[src/rtl/decoder_pipe_if.sv]
// Handshake/bus bundle for decoder_pipe: request side (in_*) and result side (out*).
interface decoder_pipe_if #(
   parameter int IN_WIDTH  = 8,
   parameter int OUT_WIDTH = 2**IN_WIDTH
);
   logic                 in_valid;
   logic                 in_ready;
   logic [IN_WIDTH-1:0]  in_sel;
   logic                 in_en;
   logic                 out_valid;
   logic                 out_ready;
   logic [OUT_WIDTH-1:0] out;
   logic                 out_err;

   modport master (
      output in_valid, in_sel, in_en, out_ready,
      input  in_ready, out_valid, out, out_err
   );

   modport slave (
      input  in_valid, in_sel, in_en, out_ready,
      output in_ready, out_valid, out, out_err
   );
endinterface

[src/rtl/decoder_pipe.sv]
// Registered flow-controlled binary-to-one-hot decoder with a 2-entry skid buffer.
// Optional stats counters enabled by defining DECODER_PIPE_STATS_EN.
module decoder_pipe #(
   parameter int IN_WIDTH   = 8,
   parameter int OUT_WIDTH  = 2**IN_WIDTH,
   parameter bit ACTIVE_LOW = 1'b0
) (
   input  logic clk,
   input  logic rst,
   decoder_pipe_if.slave bus
`ifdef DECODER_PIPE_STATS_EN
   ,
   output logic [15:0] stat_xfer,
   output logic [15:0] stat_err
`endif
);

   localparam logic [OUT_WIDTH-1:0] IDLE = {OUT_WIDTH{ACTIVE_LOW}};

   typedef enum logic [1:0] {EMPTY, ONE, FULL} state_t;

   state_t               state, state_next;
   logic                 in_xfer, out_xfer;
   logic                 load_from_in, load_from_skid, load_skid;
   logic                 in_ready_q, out_valid_q, err_q;
   logic [OUT_WIDTH-1:0] out_q;
   logic [IN_WIDTH-1:0]  skid_sel;
   logic                 skid_en;
   logic [IN_WIDTH-1:0]  dec_sel;
   logic                 dec_en;
   logic [OUT_WIDTH-1:0] dec_word;
   logic                 dec_err;

   assign in_xfer  = bus.in_valid & in_ready_q;
   assign out_xfer = out_valid_q & bus.out_ready;

   assign bus.in_ready  = in_ready_q;
   assign bus.out_valid = out_valid_q;
   assign bus.out       = out_q;
   assign bus.out_err   = err_q;

   // Handshake flags are registered copies of the next state, not decodes of it.
   always_ff @(posedge clk or negedge rst) begin
      if (!rst) begin
         state       <= EMPTY;
         out_valid_q <= 1'b0;
         in_ready_q  <= 1'b1;
      end else begin
         state       <= state_next;
         out_valid_q <= (state_next != EMPTY);
         in_ready_q  <= (state_next != FULL);
      end
   end

   always_comb begin
      state_next = state;
      case (state)
         EMPTY: if (in_xfer) state_next = ONE;
         ONE: begin
            case ({in_xfer, out_xfer})
               2'b01:   state_next = EMPTY;
               2'b10:   state_next = FULL;
               default: state_next = ONE;
            endcase
         end
         FULL:    if (out_xfer) state_next = ONE;
         default: state_next = EMPTY;
      endcase
   end

   always_comb begin
      load_from_in   = in_xfer && ((state == EMPTY) || (state == ONE && out_xfer));
      load_skid      = in_xfer && (state == ONE) && !out_xfer;
      load_from_skid = (state == FULL) && out_xfer;
      dec_sel        = load_from_skid ? skid_sel : bus.in_sel;
      dec_en         = load_from_skid ? skid_en  : bus.in_en;
   end

   always_comb begin
      dec_word = IDLE;
      dec_err  = 1'b0;
      if (dec_en) begin
         if (32'(dec_sel) >= OUT_WIDTH) dec_err = 1'b1;
         for (int unsigned i = 0; i < OUT_WIDTH; i++) begin
            if (32'(dec_sel) == i) dec_word[i] = ~IDLE[i];
         end
      end
   end

   // The skid keeps the raw request; decoding happens once, on the way into out_q.
   always_ff @(posedge clk or negedge rst) begin
      if (!rst) begin
         out_q    <= IDLE;
         err_q    <= 1'b0;
         skid_sel <= '0;
         skid_en  <= 1'b0;
      end else begin
         if (load_from_in || load_from_skid) begin
            out_q <= dec_word;
            err_q <= dec_err;
         end
         if (load_skid) begin
            skid_sel <= bus.in_sel;
            skid_en  <= bus.in_en;
         end
      end
   end

`ifdef DECODER_PIPE_STATS_EN
   always_ff @(posedge clk or negedge rst) begin
      if (!rst) begin
         stat_xfer <= '0;
         stat_err  <= '0;
      end else if (out_xfer) begin
         if (stat_xfer != '1) stat_xfer <= stat_xfer + 16'd1;
         if (err_q && stat_err != '1) stat_err <= stat_err + 16'd1;
      end
   end
`endif

endmodule

[src/flat_wrapper.sv]
// flat-port wrapper written by rule: the top's interface ports become plain ports
module decoder_pipe_flat 
#(
   parameter int IN_WIDTH   = 8,
   parameter int OUT_WIDTH  = 2**IN_WIDTH,
   parameter bit ACTIVE_LOW = 1'b0
)
  (clk, rst, bus_in_valid, bus_in_sel, bus_in_en, bus_out_ready, bus_in_ready, bus_out_valid, bus_out, bus_out_err);
  decoder_pipe_if #(.IN_WIDTH(IN_WIDTH), .OUT_WIDTH(OUT_WIDTH)) bus_i ();
  input  logic clk;
  input  logic rst;
  input wire logic [$bits(bus_i.in_valid)-1:0] bus_in_valid;
  input wire logic [$bits(bus_i.in_sel)-1:0] bus_in_sel;
  input wire logic [$bits(bus_i.in_en)-1:0] bus_in_en;
  input wire logic [$bits(bus_i.out_ready)-1:0] bus_out_ready;
  output wire logic [$bits(bus_i.in_ready)-1:0] bus_in_ready;
  output wire logic [$bits(bus_i.out_valid)-1:0] bus_out_valid;
  output wire logic [$bits(bus_i.out)-1:0] bus_out;
  output wire logic [$bits(bus_i.out_err)-1:0] bus_out_err;
  assign bus_i.in_valid = bus_in_valid;
  assign bus_i.in_sel = bus_in_sel;
  assign bus_i.in_en = bus_in_en;
  assign bus_i.out_ready = bus_out_ready;
  assign bus_in_ready = bus_i.in_ready;
  assign bus_out_valid = bus_i.out_valid;
  assign bus_out = bus_i.out;
  assign bus_out_err = bus_i.out_err;
  decoder_pipe #(.IN_WIDTH(IN_WIDTH), .OUT_WIDTH(OUT_WIDTH), .ACTIVE_LOW(ACTIVE_LOW)) u_core (.clk(clk), .rst(rst), .bus(bus_i));
endmodule
[config.mk]
export PLATFORM = sky130hd
export DESIGN_NAME = decoder_pipe_flat
export DESIGN_NICKNAME = d
export VERILOG_FILES = /design/src/rtl/decoder_pipe_if.sv /design/src/rtl/decoder_pipe.sv /design/src/flat_wrapper.sv
export SDC_FILE = /design/constraint.sdc
export NUM_CORES = 1
export LEC_CHECK = 0
export ABC_CLOCK_PERIOD_IN_PS = 2100
export BUFFER_PORTS_ARGS = -buffer_cell sky130_fd_sc_hd__buf_4
export CORE_MARGIN = 3
export CORE_UTILIZATION = 48
export DETAILED_ROUTE_END_ITERATION = 7
export GPL_TIMING_DRIVEN = 0
export PLACE_DENSITY = 0.76
export SLEW_MARGIN = 20
export SYNTH_ARGS = -nofsm -noshare
export SYNTH_HDL_FRONTEND = slang
export SYNTH_SLANG_ARGS = --single-unit
export TNS_END_PERCENT = 30
[constraint.sdc]
create_clock -name clk -period 2.1 [get_ports clk]
set_clock_uncertainty 0.2 [all_clocks]
set_input_delay 0.21 -clock clk [delete_from_list [all_inputs] [get_ports clk]]
set_output_delay 0.21 -clock clk [all_outputs]
set_load 0.03 [all_outputs]
==> impl_metrics.tcl <==
set metrics [dict create \
    clock.fmax_ghz 0.413 \
    rsz0062_at_grt "true" \
    synth_area_per_cell_sq_um 12.2 \
    routedWlPerCell_um 24.3 \
    num_rows 53 \
    setup_slack_ps -321 \
    synth_seq_area_share 0.630 \
    total_power_w 0.0150 \
    slowest_stage "dfrtp_1" \
    status "finished with violations" \
    maxCapViolCount 0 \
    hold_viol_final 0 \
    drive_gt1_frac 0.469 \
    min_path_type "in -> reg" \
    grt_pass1_vias 9096 \
    vias 9592 \
    core_area_sq_mm 0.0214 \
    drtAntennaViolNets 0 \
    grt_pass1_wl_um 52900 \
    cts_tree "built" \
    drt-pass1-iter-count 5 \
    powerDensity_mw_per_mm2 907 \
    cts.sinks 269 \
    nNetsFinal 1306 \
    synth_area_sq_mm 0.0107 \
    clk_latency_ps 520 \
    path_class "reg -> reg" \
    final.fill_count 1282 \
    pin_count 272 \
    die_area_sq_mm 0.0241 \
    wl_um 38500 \
    antenna_found_initial 0 \
    synthFlopType "dfrtp_1" \
    end_kind "register" \
    startpoint "u_core.state[0]" \
    startpoint_type "register" \
    cp_max_fo 7 \
    yosysTopAreaCell "dfrtp_1" \
    synth-edff-count 0 \
    dr.first_iter.drc_count 834 \
    synth-seq-cells 269 \
    start_util 0.499 \
    slew_headroom 0.449 \
    reg2reg_from "u_core.state[0]" \
    netlist-cell-type-count 50 \
    violations "setup timing" \
    routabilityCongestion 0.882 \
    synth-async-reset-ratio 1.00 \
    ctsLongestPathBuffers 3 \
    power_leakage_nw 7.98 \
    setup-tns-final_ps -47680 \
    vias_per_cell 6.06 \
    cpPeakStageDelay_ps 410 \
    cts_buffers 27 \
    fin_cells 1584 \
    die_h_um 155 \
    multi_input_area_sq_mm 0.00436 \
    hpwl_um 23000 \
    netlist_instances 877 \
    overflow 0 \
    crit_arrival_ps 2670 \
    path_cells "and4b_1, buf_6, buf_8, mux2_4, buf_4, nor4_4, buf_6, buf_6, a22o_1" \
    drc 0 \
    yosys-top-cells-count "dfrtp_1 (268), a22o_1 (141), nand2_1 (124)" \
    worst_pin_slew_ps 810 \
    synth_warnings 0 \
    grt_max_degree 103 \
    finalSetupViolations 263 \
    utilization 0.771 \
    diodes 0 \
    path_common_cell "buf_6" \
    dpl-instance-area_sq_mm 0.0133 \
    ir_worst_vdd_uv 670 \
    hp-start "bus_out_ready" \
    ys_top_cells_by_area "dfrtp_1 (63%), a22o_1 (12%), o21ai_0 (5.7%)" \
    die_x_um 155 \
    synth_most_common_cell "dfrtp_1" \
    syn_to_final_growth_pct 54.4 \
    dp.cells 1424 \
    clock-root-buffer "clkbuf_16" \
    clk_pin_slew_ps 70 \
    min_period_ps 2420 \
    seqCellArea_sq_mm 0.00674 \
    drv_slew 0 \
    htree_num_levels 1 \
    crit_required_ps 2350 \
    port_buffers 270 \
    design_area_sq_mm 0.0165 \
    gr-usage-all-layers 0.277 \
    syn_nets 890 \
    yosysTopAreaCellShare 0.627 \
    fin_crit_sh 1.15 \
]
metal layers:
layer	up-vias	part of all wire	GRT usage
li1	4046	-	-
met1	4864	0.39	0.380
met2	558	0.50	0.460
met3	124	0.079	0.0414
met4	0	0.040	0.0855
met5	-	0	0
sequential cells by signal, indices dropped and copies added, names as in the netlist:
| name | count |
|---|---|
| u_core.state | 2 |
| u_core.skid_sel | 8 |
| u_core.skid_en | 1 |
| u_core.bus.out_valid | 1 |
| u_core.bus.in_ready | 1 |
| u_core.bus.out | 256 |
layout make-up:
cell class	count	share of cell area
clock buffers	37	0.0456
plain buffers	61	0.0449
repair buffers	388	0.209
multi-input cells	545	0.264
clock inverters	8	0.00713
flip-flops and latches	269	0.408
well taps	275	0.0208
inverters	1	0.000227
power breakdown:
part | switching, W | internal [W]
Sequential | 0.000273 | 0.00537
Clock | 0.00196 | 0.00285
Combinational | 0.00254 | 0.00198
through the flow:
stage                     hold WS [ps]  worst slack (ps)
after floorplan                   -286             -60.7
after global placement             264             -1740
after detailed placement          18.2              -525
after CTS                         25.9              -210
after global routing              51.6              -375
final                             39.1              -321
critical path, delay by kind of cell (launching register included):
kind | cells | cell delay [ps]
AO/OA/AOI/OAI | 1 | 130
buffers and inverters | 5 | 770
flip-flops | 1 | 410
multiplexers | 1 | 340
AND/OR/NAND/NOR | 2 | 490
cell usage in the layout, fill, tap and decap left out, drive strengths merged, types with 2 or more instances in the layout:
cell	n
buf	414
dfrtp	268
a22o	141
nand2	124
o21ai	121
clkbuf	59
nand3	23
nor2	19
mux2	18
nor3	17
mux2i	13
dlygate4sd3	12
nor4	11
nand2b	9
a22oi	8
a21oi	7
nor2b	5
clkinv	4
or4b	3
bufinv	3
nand4b	3
o2111ai	3
or2	3
and4b	2
nor3b	2
nor4b	2
final timing paths:
kind                                  endpoint  slack, ps  cells after the start
setup / recovery            u_core.bus.out[42]       -320                      9
hold / removal                  u_core.skid_en         40                      3
setup reg to reg            u_core.bus.out[42]       -320                      9
hold reg to reg            u_core.bus.out[226]        280                      2
max in group asynchronous    u_core.bus.out[3]        730                      3
min in group asynchronous  u_core.bus.out[213]         50                      2
kinds of logic (layout without fill, tap and decap cells):
kind of cell	count (synthesis)	in the layout	share of synthesized area
AO/OA/AOI/OAI	283	283	0.186
XOR/XNOR	1	1	0.000819
buffers and inverters	63	495	0.0311
flip-flops	269	269	0.630
multiplexers	31	31	0.0342
other	1	1	0.000351
AND/OR/NAND/NOR	229	229	0.118
timing repair:
action / in CTS / in global routing
pin swaps: 23 / 70
cloned: 9 / 7
hold endpoints to repair: 102 / 0
gates resized for setup: 150 / 199
setup endpoints to repair: 265 / 256
hold buffers: 12 / 0
buffers inserted: 30 / 59
(Power assumes the default switching activity.)
